## src/rtl/ctrl_fsm_pkg.sv

```systemverilog
`default_nettype none
// +--------------------------------------------------------------------------+
// | Module      : ctrl_fsm_pkg                                               |
// | Description : Shared definitions for the multi-cycle RV32I control FSM:  |
// |               opcode constants, immediate-format and writeback-source    |
// |               encodings, state and instruction-class enums, and small    |
// |               class-to-datapath-select helpers.                          |
// | Revision    : 1.0  initial release                                       |
// +--------------------------------------------------------------------------+
package ctrl_fsm_pkg;

   // RV32I major opcodes (inst[6:0]); every one ends in 2'b11
   localparam logic [6:0] c_OPC_LUI    = 7'b0110111;
   localparam logic [6:0] c_OPC_AUIPC  = 7'b0010111;
   localparam logic [6:0] c_OPC_JAL    = 7'b1101111;
   localparam logic [6:0] c_OPC_JALR   = 7'b1100111;
   localparam logic [6:0] c_OPC_BRANCH = 7'b1100011;
   localparam logic [6:0] c_OPC_LOAD   = 7'b0000011;
   localparam logic [6:0] c_OPC_STORE  = 7'b0100011;
   localparam logic [6:0] c_OPC_OPIMM  = 7'b0010011;
   localparam logic [6:0] c_OPC_OP     = 7'b0110011;
   localparam logic [6:0] c_OPC_FENCE  = 7'b0001111;
   localparam logic [6:0] c_OPC_SYSTEM = 7'b1110011;

   // Immediate format select
   localparam logic [2:0] c_IMM_U    = 3'b000;
   localparam logic [2:0] c_IMM_J    = 3'b001;
   localparam logic [2:0] c_IMM_I    = 3'b010;
   localparam logic [2:0] c_IMM_B    = 3'b011;
   localparam logic [2:0] c_IMM_S    = 3'b100;
   localparam logic [2:0] c_IMM_NONE = 3'b111;

   // Writeback source select
   localparam logic [1:0] c_WB_ALU = 2'b00;
   localparam logic [1:0] c_WB_MEM = 2'b01;
   localparam logic [1:0] c_WB_PC4 = 2'b10;
   localparam logic [1:0] c_WB_IMM = 2'b11;

   typedef enum logic [2:0] {
      ST_FETCH  = 3'd0,
      ST_DECODE = 3'd1,
      ST_EXEC   = 3'd2,
      ST_MEM    = 3'd3,
      ST_WB     = 3'd4,
      ST_ERR    = 3'd7
   } state_e;

   typedef enum logic [3:0] {
      CL_LUI     = 4'd0,
      CL_AUIPC   = 4'd1,
      CL_JAL     = 4'd2,
      CL_JALR    = 4'd3,
      CL_BRANCH  = 4'd4,
      CL_LOAD    = 4'd5,
      CL_STORE   = 4'd6,
      CL_OPIMM   = 4'd7,
      CL_OP      = 4'd8,
      CL_FENCE   = 4'd9,
      CL_SYSTEM  = 4'd10,
      CL_ILLEGAL = 4'd11
   } iclass_e;

   // ALU operand A takes the PC for PC-relative classes
   function automatic logic alu_a_is_pc(input iclass_e cls);
      return (cls == CL_AUIPC) || (cls == CL_JAL) || (cls == CL_BRANCH);
   endfunction

   // ALU operand B takes the immediate for everything but register-register
   function automatic logic alu_b_is_imm(input iclass_e cls);
      return (cls == CL_OPIMM) || (cls == CL_LOAD) || (cls == CL_STORE) ||
             (cls == CL_JALR)  || (cls == CL_AUIPC) || (cls == CL_JAL) ||
             (cls == CL_BRANCH);
   endfunction

   function automatic logic [1:0] wb_sel_of(input iclass_e cls);
      logic [1:0] sel;
      sel = c_WB_ALU;
      if (cls == CL_LOAD)                          sel = c_WB_MEM;
      else if ((cls == CL_JAL) || (cls == CL_JALR)) sel = c_WB_PC4;
      else if (cls == CL_LUI)                      sel = c_WB_IMM;
      return sel;
   endfunction

endpackage
`default_nettype wire

```

## src/rtl/ctrl_fsm_decode.sv

```systemverilog
`default_nettype none
// +--------------------------------------------------------------------------+
// | Module      : ctrl_decode                                                |
// | Description : Combinational opcode classifier.                           |
// |   opcode_i  [6:0] in  : inst[6:0]                                        |
// |   class_o         out : instruction class                                |
// |   immsel_o  [2:0] out : immediate format for the class                   |
// |   illegal_o       out : opcode outside RV32I (incl. inst[1:0] != 2'b11)  |
// | Revision    : 1.0  initial release                                       |
// +--------------------------------------------------------------------------+
module ctrl_decode
   import ctrl_fsm_pkg::*;
(
   input  logic [6:0] opcode_i,
   output iclass_e    class_o,
   output logic [2:0] immsel_o,
   output logic       illegal_o
);

   // Full 7-bit match: because every legal opcode ends in 2'b11, a
   // compressed-style low field falls through to the illegal default.
   always_comb begin
      class_o  = CL_ILLEGAL;
      immsel_o = c_IMM_NONE;
      case (opcode_i)
         c_OPC_LUI:    begin class_o = CL_LUI;    immsel_o = c_IMM_U;    end
         c_OPC_AUIPC:  begin class_o = CL_AUIPC;  immsel_o = c_IMM_U;    end
         c_OPC_JAL:    begin class_o = CL_JAL;    immsel_o = c_IMM_J;    end
         c_OPC_JALR:   begin class_o = CL_JALR;   immsel_o = c_IMM_I;    end
         c_OPC_LOAD:   begin class_o = CL_LOAD;   immsel_o = c_IMM_I;    end
         c_OPC_OPIMM:  begin class_o = CL_OPIMM;  immsel_o = c_IMM_I;    end
         c_OPC_BRANCH: begin class_o = CL_BRANCH; immsel_o = c_IMM_B;    end
         c_OPC_STORE:  begin class_o = CL_STORE;  immsel_o = c_IMM_S;    end
         c_OPC_OP:     begin class_o = CL_OP;     immsel_o = c_IMM_NONE; end
         c_OPC_FENCE:  begin class_o = CL_FENCE;  immsel_o = c_IMM_NONE; end
         c_OPC_SYSTEM: begin class_o = CL_SYSTEM; immsel_o = c_IMM_NONE; end
         default:      begin class_o = CL_ILLEGAL; immsel_o = c_IMM_NONE; end
      endcase
      illegal_o = (class_o == CL_ILLEGAL);
   end

endmodule
`default_nettype wire

```

## src/rtl/ctrl_fsm.sv

```systemverilog
`default_nettype none
// +--------------------------------------------------------------------------+
// | Module      : ctrl_fsm                                                   |
// | Description : Multi-cycle RV32I control unit                             |
// |               (FETCH/DECODE/EXEC/MEM/WB/ERR) with memory-wait timeout.   |
// |   clk, rst (sync, active-high)                                           |
// |   inst[31:0], mem_rdata_vld, br_taken                      : inputs      |
// |   immsel_g[2:0], ir_we, pc_we, reg_we, mem_re, mem_we, mem_is_inst,      |
// |   alu_a_sel, alu_b_sel, wb_sel[1:0], pc_sel, err, state_o[2:0]: outputs  |
// | Revision    : 1.0  initial release                                       |
// +--------------------------------------------------------------------------+
module ctrl_fsm
   import ctrl_fsm_pkg::*;
#(
   parameter int MEM_WAIT_MAX = 255   // 0 disables the wait timeout
) (
   input  logic        clk,
   input  logic        rst,
   input  logic [31:0] inst,
   input  logic        mem_rdata_vld,
   input  logic        br_taken,
   output logic [2:0]  immsel_g,
   output logic        ir_we,
   output logic        pc_we,
   output logic        reg_we,
   output logic        mem_re,
   output logic        mem_we,
   output logic        mem_is_inst,
   output logic        alu_a_sel,
   output logic        alu_b_sel,
   output logic [1:0]  wb_sel,
   output logic        pc_sel,
   output logic        err,
   output logic [2:0]  state_o
);

   // Counter only needs to reach MEM_WAIT_MAX-1 before the timeout fires
   localparam int c_CNT_W = (MEM_WAIT_MAX > 1) ? $clog2(MEM_WAIT_MAX) : 1;
   localparam logic [c_CNT_W-1:0] c_WAIT_LAST =
      c_CNT_W'((MEM_WAIT_MAX > 0) ? MEM_WAIT_MAX - 1 : 0);

   state_e               state_q, state_d;
   iclass_e              class_q;
   logic [2:0]           immsel_q;
   logic                 rd_nz_q;
   logic [c_CNT_W-1:0]   wcnt_q;

   iclass_e              w_dec_class;
   logic [2:0]           w_dec_immsel;
   logic                 w_dec_illegal;
   logic                 w_timeout;
   logic                 w_unused_inst;

   assign w_unused_inst = ^inst[31:12];

   ctrl_decode u_decode (
      .opcode_i  (inst[6:0]),
      .class_o   (w_dec_class),
      .immsel_o  (w_dec_immsel),
      .illegal_o (w_dec_illegal)
   );

   // Fires on the wait cycle that would bring the count to MEM_WAIT_MAX
   assign w_timeout = (MEM_WAIT_MAX != 0) && !mem_rdata_vld && (wcnt_q == c_WAIT_LAST);

   always_comb begin
      state_d = state_q;
      case (state_q)
         ST_FETCH: begin
            if (mem_rdata_vld)  state_d = ST_DECODE;
            else if (w_timeout) state_d = ST_ERR;
         end
         ST_DECODE: state_d = w_dec_illegal ? ST_ERR : ST_EXEC;
         ST_EXEC: begin
            case (class_q)
               CL_BRANCH, CL_FENCE, CL_SYSTEM: state_d = ST_FETCH;
               CL_LOAD, CL_STORE:              state_d = ST_MEM;
               default:                        state_d = ST_WB;
            endcase
         end
         ST_MEM: begin
            if (mem_rdata_vld)  state_d = (class_q == CL_LOAD) ? ST_WB : ST_FETCH;
            else if (w_timeout) state_d = ST_ERR;
         end
         ST_WB:   state_d = ST_FETCH;
         ST_ERR:  state_d = ST_ERR;
         default: state_d = ST_ERR;
      endcase
   end

   always_ff @(posedge clk) begin
      if (rst) begin
         state_q  <= ST_FETCH;
         class_q  <= CL_ILLEGAL;
         immsel_q <= c_IMM_NONE;
         rd_nz_q  <= 1'b0;
         wcnt_q   <= '0;
      end else begin
         state_q <= state_d;
         // Capture everything later states need so inst is not consulted again
         if (state_q == ST_DECODE) begin
            class_q  <= w_dec_class;
            immsel_q <= w_dec_immsel;
            rd_nz_q  <= |inst[11:7];
         end else if (state_d == ST_FETCH) begin
            immsel_q <= c_IMM_NONE;
         end
         if (state_d != state_q)
            wcnt_q <= '0;
         else if (((state_q == ST_FETCH) || (state_q == ST_MEM)) && !mem_rdata_vld)
            wcnt_q <= wcnt_q + c_CNT_W'(1);
      end
   end

   // Outputs depend on registered state/class; the only input terms are the
   // memory handshake and the branch result, sampled where they are consumed.
   // rst forces all strobes and requests low in the reset cycle itself.
   always_comb begin
      ir_we       = 1'b0;
      pc_we       = 1'b0;
      reg_we      = 1'b0;
      mem_re      = 1'b0;
      mem_we      = 1'b0;
      mem_is_inst = 1'b0;
      alu_a_sel   = 1'b0;
      alu_b_sel   = 1'b0;
      wb_sel      = c_WB_ALU;
      pc_sel      = 1'b0;
      if (!rst) begin
         case (state_q)
            ST_FETCH: begin
               mem_re      = 1'b1;
               mem_is_inst = 1'b1;
               ir_we       = mem_rdata_vld;
            end
            ST_EXEC: begin
               alu_a_sel = alu_a_is_pc(class_q);
               alu_b_sel = alu_b_is_imm(class_q);
               if (class_q == CL_BRANCH) begin
                  pc_we  = 1'b1;
                  pc_sel = br_taken;
               end else if ((class_q == CL_FENCE) || (class_q == CL_SYSTEM)) begin
                  pc_we = 1'b1;
               end
            end
            ST_MEM: begin
               alu_a_sel = alu_a_is_pc(class_q);
               alu_b_sel = alu_b_is_imm(class_q);
               mem_re    = (class_q == CL_LOAD);
               mem_we    = (class_q == CL_STORE);
               pc_we     = (class_q == CL_STORE) && mem_rdata_vld;
            end
            ST_WB: begin
               alu_a_sel = alu_a_is_pc(class_q);
               alu_b_sel = alu_b_is_imm(class_q);
               reg_we    = rd_nz_q;
               pc_we     = 1'b1;
               wb_sel    = wb_sel_of(class_q);
               pc_sel    = (class_q == CL_JAL) || (class_q == CL_JALR);
            end
            default: ;
         endcase
      end
   end

   assign immsel_g = (state_q == ST_DECODE) ? w_dec_immsel : immsel_q;
   assign err      = (state_q == ST_ERR);
   assign state_o  = state_q;

endmodule
`default_nettype wire

```

## config.mk

```make
export PLATFORM = sky130hd
export DESIGN_NAME = ctrl_fsm
export DESIGN_NICKNAME = d
export VERILOG_FILES = /design/src/rtl/ctrl_fsm_pkg.sv /design/src/rtl/ctrl_fsm_decode.sv /design/src/rtl/ctrl_fsm.sv
export SDC_FILE = /design/constraint.sdc
export NUM_CORES = 1
export LEC_CHECK = 0
export CAP_MARGIN = 20
export CORE_ASPECT_RATIO = 1.5
export CORE_MARGIN = 5
export CORE_UTILIZATION = 45
export DETAILED_ROUTE_END_ITERATION = 6
export GPL_TIMING_DRIVEN = 0
export PLACE_DENSITY = 0.8
export SYNTH_ARGS = -nofsm -noshare
export SYNTH_HDL_FRONTEND = slang
export SYNTH_SLANG_ARGS = --single-unit
export TNS_END_PERCENT = 20
```

## constraint.sdc

```tcl
create_clock -name clk -period 2.5 [get_ports clk]
set_input_delay 0.375 -clock clk [delete_from_list [all_inputs] [get_ports clk]]
set_output_delay 0.375 -clock clk [all_outputs]
set_load 0.01 [all_outputs]
```

==> results of run 1 <==
==> layout by cell type (no fill, tap or decap), types with 3 or more instances in the layout <==
master            n
inv_1             6
clkbuf_8          4
nor3b_1           5
nor3_1           14
dlygate4sd2_1     4
and3_1            3
o21ai_0          10
or3_1             3
nand2_1          15
clkdlybuf4s50_1  21
buf_4             4
dlymetal6s2s_1    4
dfxtp_1          18
xor2_1            8
nand2b_1          4
a31oi_1           7
a21oi_1           9
nand3_1           6
nor2_1           23
nand4_1           5
==> what timing repair did <==
item / in CTS / in global routing
hold buffers: 0 / 0
buffers inserted: 0 / 1
pin swaps: 0 / 0
resized for setup: 11 / 9
endpoints found under the setup margin: 9 / 7
==> path summary, 6_finish.rpt <==
kind	start	end	cells after the start
min reg2reg	rd_nz_q	rd_nz_q	2
max reg2reg	wcnt_q[0]	wcnt_q[2]	7
max	state_o[0]	pc_sel	7
min	rst	class_q[1]	2
==> registers in the layout, indices dropped and copies added (netlist names) <==
signal    count
class_q       4
rd_nz_q       1
state_o       3
immsel_q      3
wcnt_q        8
==> kinds of logic (layout without fill, tap and decap cells) <==
kind of cell    after synthesis  count (layout)
simple gates                102             102
xor+xnor                     10              10
buf+inv                      20              53
mux                           3               3
fa+ha+maj                     2               2
flops                        19              19
compound gates               47              47
==> per-stage QoR <==
stage | instance area, sq um | power (mW) | hold WS (ns)
after floorplan | 1555 | 1.109 | 0.4363
after detailed placement | 1898 | 1.387 | 0.4638
after global placement | 1898 | 1.376 | 0.4443
after CTS | 1954 | 1.625 | 0.4313
final | 1982 | 1.643 | 0.4353
after global routing | 1982 | 1.761 | 0.4592
==> worst max-delay path: cells and delay by family (launching register included) <==
kind,cells,cell delay (ns)
DFF,1,0.36
AOI/OAI and AO/OA,1,0.06
buffers and inverters,2,0.75
and+or+nand+nor,4,0.66
==> per-layer routing <==
layer	wire [um]	GRT usage (%)
met5	0	0
met4	101	8.353
met3	138	1.887
met2	1990	32.35
met1	1557	19.19
==> synth_stat cells (2+ instances only) <==
master,number,share of area (%)
a211o_1,2,1.1
a21oi_1,9,2.9
a21oi_2,2,1.1
a22oi_1,2,0.97
a2bb2oi_1,2,1.1
a31oi_1,7,2.8
and2_1,2,0.80
and3_1,3,1.2
buf_4,3,1.4
buf_6,2,1.4
clkbuf_1,6,1.4
dfxtp_1,19,24
ha_1,2,1.6
inv_1,6,1.4
mux2i_1,2,1.3
nand2_1,16,3.9
nand2b_1,4,1.6
nand3_1,7,2.3
nand4_1,5,2.0
nor2_1,24,5.8
nor2b_1,3,1.2
nor3_1,14,4.5
nor3b_1,5,2.4
nor4_1,2,0.80
o21ai_0,10,3.2
o22ai_1,2,0.80
or3_1,3,1.2
xnor2_1,2,1.1
xor2_1,8,4.5
==> power by group through the flow <==
stage                     logic [mW]  registers (mW)  clock network [mW]
after CTS                       1.01           0.390               0.226
final                           1.03           0.392               0.222
after floorplan                0.711           0.398                   0
after detailed placement       0.991           0.396                   0
after global routing            1.13           0.398               0.236
after global placement         0.981           0.396                   0
==> layout make-up <==
cell class	instances	area (sq um)	area share, %
clock buffer	3	41.29	2.083
clock inverter	1	7.507	0.3788
sequential	19	381.6	19.26
multi-input combinational	164	1080	54.48
inverter	6	22.52	1.136
timing repair buffer	30	302.8	15.28
tap	42	52.55	2.652
buffer	13	93.84	4.735
==> results by group, run 1 <==
Pwr
  • Switching part of the total: 45.01%
  • Maximum vdd drop: 431.3 uV
  • Int Pwr: 0.9032 mW
  • Comb pwr share: 62.6%
  • Pwr/cell area: 828.8 nW/um^2
  • Sequential share of power: 23.9%
  • Static leakage: 0.7508 nW
  • Clock power frac: 13.5%
  • Sw Pwr: 0.7394 mW

CTS
  • CTS max path bufs: 2
  • CTS H-Tree Depth: 1
  • Num CTS Buffers: 3
  • Reg clk slew, reported paths: 0.08 ns
  • Sinks on Clock Net: 19
  • Clk Tree Root Cell: clkbuf_8
  • Latest clock arrival within the worst-skew pair: 0.26 ns
  • CTS tree: done

Floorplan
  • Ports: 54
  • Initial core utilization: 45.97%
  • Row count: 26
  • Die W: 58 um
  • Die height: 82 um
  • Die ar.: 4756 sq um
  • Placeable Area: 3383 sq um

GRT
  • First-pass GRT wire length: 6.624 mm
  • Tot GR Track Use: 17.37%
  • Largest net degree at the start of global routing: 13
  • Initial antenna violation count: 0
  • Number of global-route vias before repair: 1528
  • Grt total ovfl: 0

Routing
  • WL/cell: 13.62 um
  • Vias per Instance: 5.637
  • DRT antenna net count: 0
  • Drt first-iter violations: 21
  • Post-route DRC violation count: 0
  • Post-Route WL: 3.787 mm
  • TritonRoute pass-1 iters: 4
  • Via count: 1567

Synth
  • Syn_area_per_cell: 7.661 sq um
  • Synth Net Count: 241
  • Post-synth EDFFs: 0
  • Ys async rst share: 0%
  • Ys flop type: dfxtp_1
  • Yosys reg bits: 19
  • Largest family of logic cells by synthesized area: simple AND/OR/NAND/NOR gates
  • Post-Synth Simple-Gate Area: 35.72%
  • Synth Area in Adders: 1.609%
  • Mux share of post-synthesis cell area: 2.172%
  • Library cells used by synthesis: 58
  • Xor/xnor share of the synthesized area: 5.632%
  • Mapped cell area: 1555 sq um
  • Synth Area in Compound Gates: 23.09%
  • Proportion of synthesized chip area in sequential cells: 24.46%
  • Synth warn: 0
  • Mapped Cells: 203

Setup path
  • Startpoint types: flop
  • Crit path required time: 2.12 ns
  • Worst EP arrival: 2.08 ns
  • Cells along the critical path: buf_4 -> nor2_2 -> nand3_2 -> nor3b_1 -> a31oi_1 -> nor2_1 -> clkdlybuf4s50_1
  • CP Capture Type: output pin
  • Worst Setup Path Type: reg -> out
  • CP max FO: 10
  • Critical-path top delay cell: clkdlybuf4s50_1
  • R2R Setup Slk: 0.50 ns
  • Max incr delay on CP: 0.55 ns

STA
  • Sum of negative setup slack: 0 ns
  • Max-slew violation count: 0
  • RSZ-0062 raised after global routing: true
  • Setup violations, final: 0
  • Final period util: 98.34%
  • Max-slew headroom: 58.64%
  • Fmax: 0.4068 GHz
  • Skew final: 0.006049 ns
  • Tmin final: 2.458 ns
  • Worst-Margin Slew: 0.6149 ns
  • Final Worst Setup Slack: 0.04151 ns
  • Final hold vios: 0

Cells and area
  • Final core occ: 58.58%
  • Syn-to-layout area delta: 27.43%
  • Antenna cells: 0
  • Layout fillers: 332
  • Share of layout cells above drive strength 1: 14.41%
  • Final cell count without fillers: 278
  • Total Nets Final: 275

Placement
  • PortBufs: 29
  • Final Wtd Congestion: 0.8337
  • Cell count after placement: 274
  • Post-DP HPWL: 2.946 mm
  • Pre-CTS WS: -0.4744 ns

Status
  • Run status: finished, final reports clean

Flow run
  • Max Cap Viol: 0

Min path
  • Worst Hold Class: in -> reg
(Power assumes the default switching activity.)
==> inputs of run 2 (changes only) <==
==> constraint.sdc (replaced) <==
create_clock -name clk -period 2.5 [get_ports clk]
set_input_delay 0.25 -clock clk [delete_from_list [all_inputs] [get_ports clk]]
set_output_delay 0.25 -clock clk [all_outputs]
set_load 0.01 [all_outputs]
==> results by group, run 2 (same netlist as run 1, synthesis figures left out) <==
Status
  • Run status: finished, final reports clean (unchanged)

STA
  • RSZ-0062 raised after global routing: false (was true)
  • Tmin final: 2.384 ns (was 2.458 ns)
  • Skew final: 0.007296 ns (was 0.006049 ns)
  • Fmax: 0.4195 GHz (was 0.4068 GHz)
  • Final hold vios: 0 (unchanged)
  • Setup violations, final: 0 (unchanged)
  • Max-slew headroom: 58.45% (was 58.64%)
  • Max-slew violation count: 0 (unchanged)
  • Worst-Margin Slew: 0.6177 ns (was 0.6149 ns)
  • Final period util: 95.36% (was 98.34%)

CTS
  • Num CTS Buffers: 3 (unchanged)
  • Clk Tree Root Cell: clkbuf_8 (unchanged)
  • CTS H-Tree Depth: 1 (unchanged)
  • CTS tree: done (unchanged)
  • Latest clock arrival within the worst-skew pair: 0.26 ns (about the same)
  • CTS max path bufs: 2 (unchanged)
  • Reg clk slew, reported paths: 0.08 ns (about the same)
  • Sinks on Clock Net: 19 (unchanged)
  • Post-CTS Setup Inserts: 0 (unchanged)

Routing
  • WL/cell: 13.61 um (was 13.62 um)
  • Routed wl met2: 1.978 mm (was 1.990 mm)
  • Wl on met1: 1.531 mm (was 1.557 mm)
  • Post-Route WL: 3.770 mm (was 3.787 mm)
  • TritonRoute pass-1 iters: 4 (unchanged)
  • Post-route DRC violation count: 0 (unchanged)
  • Routed wl met3: 142 um (was 138 um)
  • Drt first-iter violations: 26 (was 21)
  • Highest routed metal layer: met4 (unchanged)
  • Vias per Instance: 5.675 (was 5.637)
  • Via count: 1572 (was 1567)
  • DRT antenna net count: 0 (unchanged)

Cells and area
  • Total Nets Final: 274 (was 275)
  • Largest Register: wcnt_q (unchanged)
  • Antenna cells: 0 (unchanged)
  • Most frequent cells in the layout: clkdlybuf4s50_1 (25), nor2_1 (23), dfxtp_1 (18) (was nor2_1 (23), clkdlybuf4s50_1 (21), dfxtp_1 (18))
  • Layout fillers: 332 (unchanged)
  • Share of layout cells above drive strength 1: 12.77% (was 14.41%)
  • Max reg flops: 8 (unchanged)
  • Final core occ: 58.14% (was 58.58%)
  • Biggest regs: wcnt_q: 8 flops, class_q: 4 flops (unchanged)
  • Commonest non-fill, non-tap cell in the layout: clkdlybuf4s50_1 (was nor2_1)
  • Syn-to-layout area delta: 26.47% (was 27.43%)

Placement
  • Post-DP HPWL: 2.946 mm (unchanged)
  • PortBufs: 29 (unchanged)
  • Final Wtd Congestion: 0.8337 (unchanged)

Setup path
  • Worst Setup Path Type: reg -> out (unchanged)
  • CP max FO: 10 (unchanged)
  • Max incr delay on CP: 0.55 ns (about the same)
  • Crit path required time: 2.25 ns (was 2.12 ns)
  • CP Capture Type: output pin (unchanged)
  • Critical-path top delay cell: clkdlybuf4s50_1 (unchanged)
  • Worst EP arrival: 2.13 ns (was 2.08 ns)
  • Startpoint types: flop (unchanged)
  • Cells along the critical path: buf_4 -> nor2_2 -> nand3_1 -> nor3b_1 -> a31oi_1 -> nor2_1 -> clkdlybuf4s50_1 (was buf_4 -> nor2_2 -> nand3_2 -> nor3b_1 -> a31oi_1 -> nor2_1 -> clkdlybuf4s50_1)

GRT
  • Largest net degree at the start of global routing: 13 (unchanged)
  • Grt total ovfl: 0 (unchanged)
  • Initial antenna violation count: 0 (unchanged)
  • Tot GR Track Use: 17.27% (was 17.37%)
  • Number of global-route vias before repair: 1517 (was 1528)
  • First-pass GRT wire length: 6.596 mm (was 6.624 mm)

Pwr
  • Maximum vdd drop: 431.0 uV (was 431.3 uV)
  • Static leakage: 0.7355 nW (was 0.7508 nW)
  • Pwr/cell area: 827.0 nW/um^2 (was 828.8 nW/um^2)
  • Total power: 1.627 mW (was 1.643 mW)

Floorplan
  • Row count: 26 (unchanged)
  • Ports: 54 (unchanged)
  • Die W: 58 um (unchanged)
  • Die height: 82 um (unchanged)
  • Initial core utilization: 45.97% (unchanged)
  • Placeable Area: 3383 sq um (unchanged)
  • Die ar.: 4756 sq um (unchanged)

Flow run
  • Max Cap Viol: 0 (unchanged)

Min path
  • Worst Hold Class: in -> reg (unchanged)
## run 2: cell types whose count changed in the layout (fill, tap and decap cells not counted), sizes merged
cell           change
dlymetal6s2s       -1
clkdlybuf4s50      +4
buf                -1
dlygate4sd2        -3
## run 2: worst paths after layout
kind / slack [ns] / cells after the start / to / from
worst max-delay path: 0.12 / 7 / pc_sel / state_o[0]
worst min-delay path: 0.31 / 2 / class_q[1] / rst
worst max register to register: 0.50 / 7 / wcnt_q[2] / wcnt_q[0]
worst min register to register: 0.47 / 2 / rd_nz_q / rd_nz_q
## run 2: worst max-delay path: cells and delay by family, from the launching register on
| kind | cells | cell delay (ns) |
|---|---|---|
| buffers and inverters | 2 | 0.75 |
| and+or+nand+nor | 4 | 0.71 |
| AOI/OAI and AO/OA | 1 | 0.06 |
| DFF | 1 | 0.36 |
## run 2: power breakdown
group          total (mW)  leakage (nW)  internal [mW]  switching, mW
Sequential          0.392         0.154          0.349         0.0432
Combinational        1.01         0.560          0.434          0.580
Clock               0.221        0.0217          0.112          0.108
## run 2: cell type report
type	instances	area, sq um	area share, %
well taps	42	52.55	2.672
clock inverters	1	7.507	0.3817
inverters	6	22.52	1.145
repair buffers	29	296.5	15.08
flip-flops and latches	19	381.6	19.40
multi-input cells	164	1072	54.52
plain buffers	13	92.59	4.707
clock buffers	3	41.29	2.099
## run 2: per-layer routing
metal,vias to the layer above,track usage [%]
li1,799,-
met1,718,19.29
met2,44,31.90
met3,11,1.887
met4,0,8.353
met5,-,0
## run 2: stage by stage
step                      cells  setup slack (ns)  setup TNS [ns]  hold WS (ns)  cell area, sq um
after floorplan             203            0.7507               0        0.4334              1555
after global placement      274           -0.2320         -0.3309        0.4443              1898
after detailed placement    274           -0.2244         -0.3148        0.4638              1898
after CTS                   277          0.004728               0        0.3063              1949
after global routing        277          0.008865               0        0.3368              1967
final                       277            0.1161               0        0.3083              1967
## run 2: repair_timing
action,CTS,global route
hold buffers,0,0
pin swaps,0,0
endpoints found under the setup margin,4,9
gates resized for setup,3,11
==> inputs of run 3 (changes only) <==
--- a/config.mk
+++ b/config.mk
@@ -12,6 +12,7 @@
 export DETAILED_ROUTE_END_ITERATION = 6
 export GPL_TIMING_DRIVEN = 0
 export PLACE_DENSITY = 0.8
+export REMOVE_ABC_BUFFERS = 1
 export SYNTH_ARGS = -nofsm -noshare
 export SYNTH_HDL_FRONTEND = slang
 export SYNTH_SLANG_ARGS = --single-unit
==> results by group, run 3 (same netlist as run 1, synthesis figures left out) <==
Floorplan
  • Die W: 58 um (unchanged)
  • Placeable Area: 3383 sq um (unchanged)
  • Initial core utilization: 45.97% (unchanged)
  • Die ar.: 4756 sq um (unchanged)
  • Ports: 54 (unchanged)
  • Die height: 82 um (unchanged)
  • Row count: 26 (unchanged)

GRT
  • Grt total ovfl: 0 (unchanged)
  • Tot GR Track Use: 16.96% (was 17.27%)
  • Largest net degree at the start of global routing: 20 (was 13)
  • Number of global-route vias before repair: 1570 (was 1517)
  • Initial antenna violation count: 0 (unchanged)
  • First-pass GRT wire length: 6.492 mm (was 6.596 mm)

Cells and area
  • Max reg flops: 8 (unchanged)
  • Antenna cells: 0 (unchanged)
  • Most frequent cells in the layout: clkdlybuf4s50_1 (27), nor2_1 (21), nand2_1 (16) (was clkdlybuf4s50_1 (25), nor2_1 (23), dfxtp_1 (18))
  • Commonest non-fill, non-tap cell in the layout: clkdlybuf4s50_1 (unchanged)
  • Syn-to-layout area delta: 25.10% (was 26.47%)
  • Share of layout cells above drive strength 1: 13.16% (was 12.77%)
  • Final cell count without fillers: 270 (was 277)
  • Final core occ: 57.51% (was 58.14%)
  • Layout fillers: 329 (was 332)
  • Biggest regs: wcnt_q: 8 flops, class_q: 4 flops (unchanged)
  • Final Cell Area: 1946 sq um (was 1967 sq um)
  • Total Nets Final: 267 (was 274)
  • Largest Register: wcnt_q (unchanged)

Setup path
  • Crit-path leading delay family: buffers and inverters (unchanged)
  • R2R Setup Slk: 0.48 ns (was 0.50 ns)
  • Buf/Inv on CP: 2 (unchanged)
  • Reg2reg end: wcnt_q[2] (unchanged)
  • CP max FO: 11 (was 10)
  • Cells along the critical path: dlygate4sd2_1 -> and3b_1 -> o21ai_0 -> a21oi_1 -> and2_1 -> o31a_1 -> nor2_1 -> clkdlybuf4s50_1 (was buf_4 -> nor2_2 -> nand3_1 -> nor3b_1 -> a31oi_1 -> nor2_1 -> clkdlybuf4s50_1)
  • Crit path required time: 2.25 ns (about the same)
  • Worst EP arrival: 2.13 ns (about the same)
  • R2R cell count: 7 (unchanged)
  • Critical-path top delay cell: clkdlybuf4s50_1 (unchanged)
  • Worst Setup Path Type: in -> out (was reg -> out)
  • Reg-to-Reg Start: wcnt_q[0] (unchanged)
  • CP Capture Type: output pin (unchanged)
  • Startpoint types: primary input (was flop)
  • Max incr delay on CP: 0.47 ns (was 0.55 ns)

STA
  • RSZ-0062 raised after global routing: true (was false)
  • Fmax: 0.4195 GHz (about the same)
  • Final hold vios: 0 (unchanged)
  • Final Worst Setup Slack: 0.1163 ns (was 0.1161 ns)
  • Setup violations, final: 0 (unchanged)
  • Max-slew headroom: 53.77% (was 58.45%)
  • Final period util: 95.35% (was 95.36%)
  • Max-slew violation count: 0 (unchanged)
  • Sum of negative setup slack: 0 ns (unchanged)
  • Skew final: 0.002899 ns (was 0.007296 ns)
  • Tmin final: 2.384 ns (about the same)
  • Hold Slack: 0.4695 ns (was 0.3083 ns)
  • Worst-Margin Slew: 0.6873 ns (was 0.6177 ns)

Pwr
  • Pwr/cell area: 819.7 nW/um^2 (was 827.0 nW/um^2)
  • Sequential share of power: 31.3% (was 24.1%)
  • Sw Pwr: 0.7268 mW (was 0.7312 mW)
  • Comb pwr share: 55.1% (was 62.3%)
  • Maximum vdd drop: 411.1 uV (was 431.0 uV)
  • Clock power frac: 13.6% (about the same)
  • Int Pwr: 0.8680 mW (was 0.8954 mW)
  • Total power: 1.595 mW (was 1.627 mW)
  • Static leakage: 0.6877 nW (was 0.7355 nW)
  • Switching part of the total: 45.57% (was 44.95%)

CTS
  • Reg clk slew, reported paths: 0.07 ns (was 0.08 ns)
  • CTS H-Tree Depth: 1 (unchanged)
  • CTS max path bufs: 2 (unchanged)
  • Clk Tree Root Cell: clkbuf_8 (unchanged)
  • CTS tree: done (unchanged)
  • Latest clock arrival within the worst-skew pair: 0.26 ns (about the same)
  • Sinks on Clock Net: 19 (unchanged)
  • Num CTS Buffers: 3 (unchanged)

Placement
  • Cell count after placement: 264 (was 274)
  • Pre-CTS WS: -0.2149 ns (was -0.2244 ns)
  • Post-DP HPWL: 2.787 mm (was 2.946 mm)
  • PortBufs: 33 (was 29)
  • DP Area: 1847 sq um (was 1898 sq um)
  • Final Wtd Congestion: 0.8096 (was 0.8337)

Min path
  • WHS Path Cells: 2 (unchanged)
  • Hold path start: rd_nz_q (was rst)
  • WHS Endpoint: rd_nz_q (was class_q[1])
  • Worst Hold Class: reg -> reg (was in -> reg)

Flow run
  • Max Cap Viol: 0 (unchanged)

Routing
  • Drt first-iter violations: 66 (was 26)
  • DRT antenna net count: 0 (unchanged)
  • WL/cell: 13.97 um (was 13.61 um)
  • Post-route DRC violation count: 0 (unchanged)
  • Via count: 1568 (was 1572)
  • TritonRoute pass-1 iters: 4 (unchanged)
  • Vias per Instance: 5.807 (was 5.675)
  • Post-Route WL: 3.771 mm (was 3.770 mm)

Status
  • Run status: finished, final reports clean (unchanged)
==> run 3: cell types whose count changed in the layout (fill, tap and decap cells not counted), moves of 2 or more <==
cell | previous run | this run
dfxtp_2 | 1 | 4
clkdlybuf4s50_1 | 25 | 27
dlygate4sd2_1 | 1 | 3
nor2_1 | 23 | 21
dfxtp_4 | 0 | 2
clkbuf_2 | 2 | 0
clkbuf_1 | 2 | 0
dfxtp_1 | 18 | 13
buf_6 | 2 | 0
==> run 3: worst max path at each step <==
stage | from | endpoint | slack [ns] | depth (start not counted)
4_1_cts | state_o[1] | pc_we | 0.0003 | 7
3_3_place_gp | rst | pc_sel | -0.20 | 7
6_report | inst[6] | immsel_g[1] | 0.12 | 8
2_1_floorplan | state_o[0] | immsel_q[1] | 0.55 | 6
3_5_place_dp | rst | pc_sel | -0.21 | 7
5_1_grt | inst[6] | immsel_g[1] | -0.02 | 8
==> run 3: worst reg2reg max path, cell delays in order (launching register included) <==
cell and delay [ns]:
dfxtp_1 0.41, inv_1 0.07, ha_1 0.19, nand4_1 0.20, a21oi_2 0.11, nor3_1 0.30
mux2i_2 0.49, nor3_1 0.12
==> run 3: area by class of cell <==
type	instances	area [sq um]	share of cell area, %
clock buffers	3	41.29	2.122
clock inverters	1	5.005	0.2572
inverters	6	22.52	1.158
multi-input cells	164	1085	55.76
flip-flops and latches	19	392.9	20.19
well taps	42	52.55	2.701
repair buffers	35	346.6	17.81
==> run 3: what timing repair did <==
action | in CTS | in global routing
buffers inserted | 0 | 2
cloned | 0 | 0
hold buffers | 0 | 0
pin swaps | 0 | 1
endpoints found under the hold margin | 0 | 0
setup endpoints to repair | 7 | 9
gates resized for setup | 10 | 12
==> run 3: power groups by stage <==
stage / combinational (mW) / sequential, mW / clock [mW]
finish: 0.879 / 0.499 / 0.217
global route: 0.975 / 0.512 / 0.230
CTS: 0.845 / 0.484 / 0.221
detailed placement: 0.830 / 0.485 / 0
global placement: 0.817 / 0.483 / 0
floorplan: 0.568 / 0.464 / 0
==> run 3: routing by layer <==
| metal | vias up | share of wire (%) | track usage [%] |
|---|---|---|---|
| li1 | 781 | - | - |
| met5 | - | 0 | 0 |
| met2 | 37 | 54 | 31.90 |
| met4 | 0 | 2.0 | 9.281 |
| met1 | 742 | 41 | 17.81 |
| met3 | 8 | 3.7 | 2.201 |
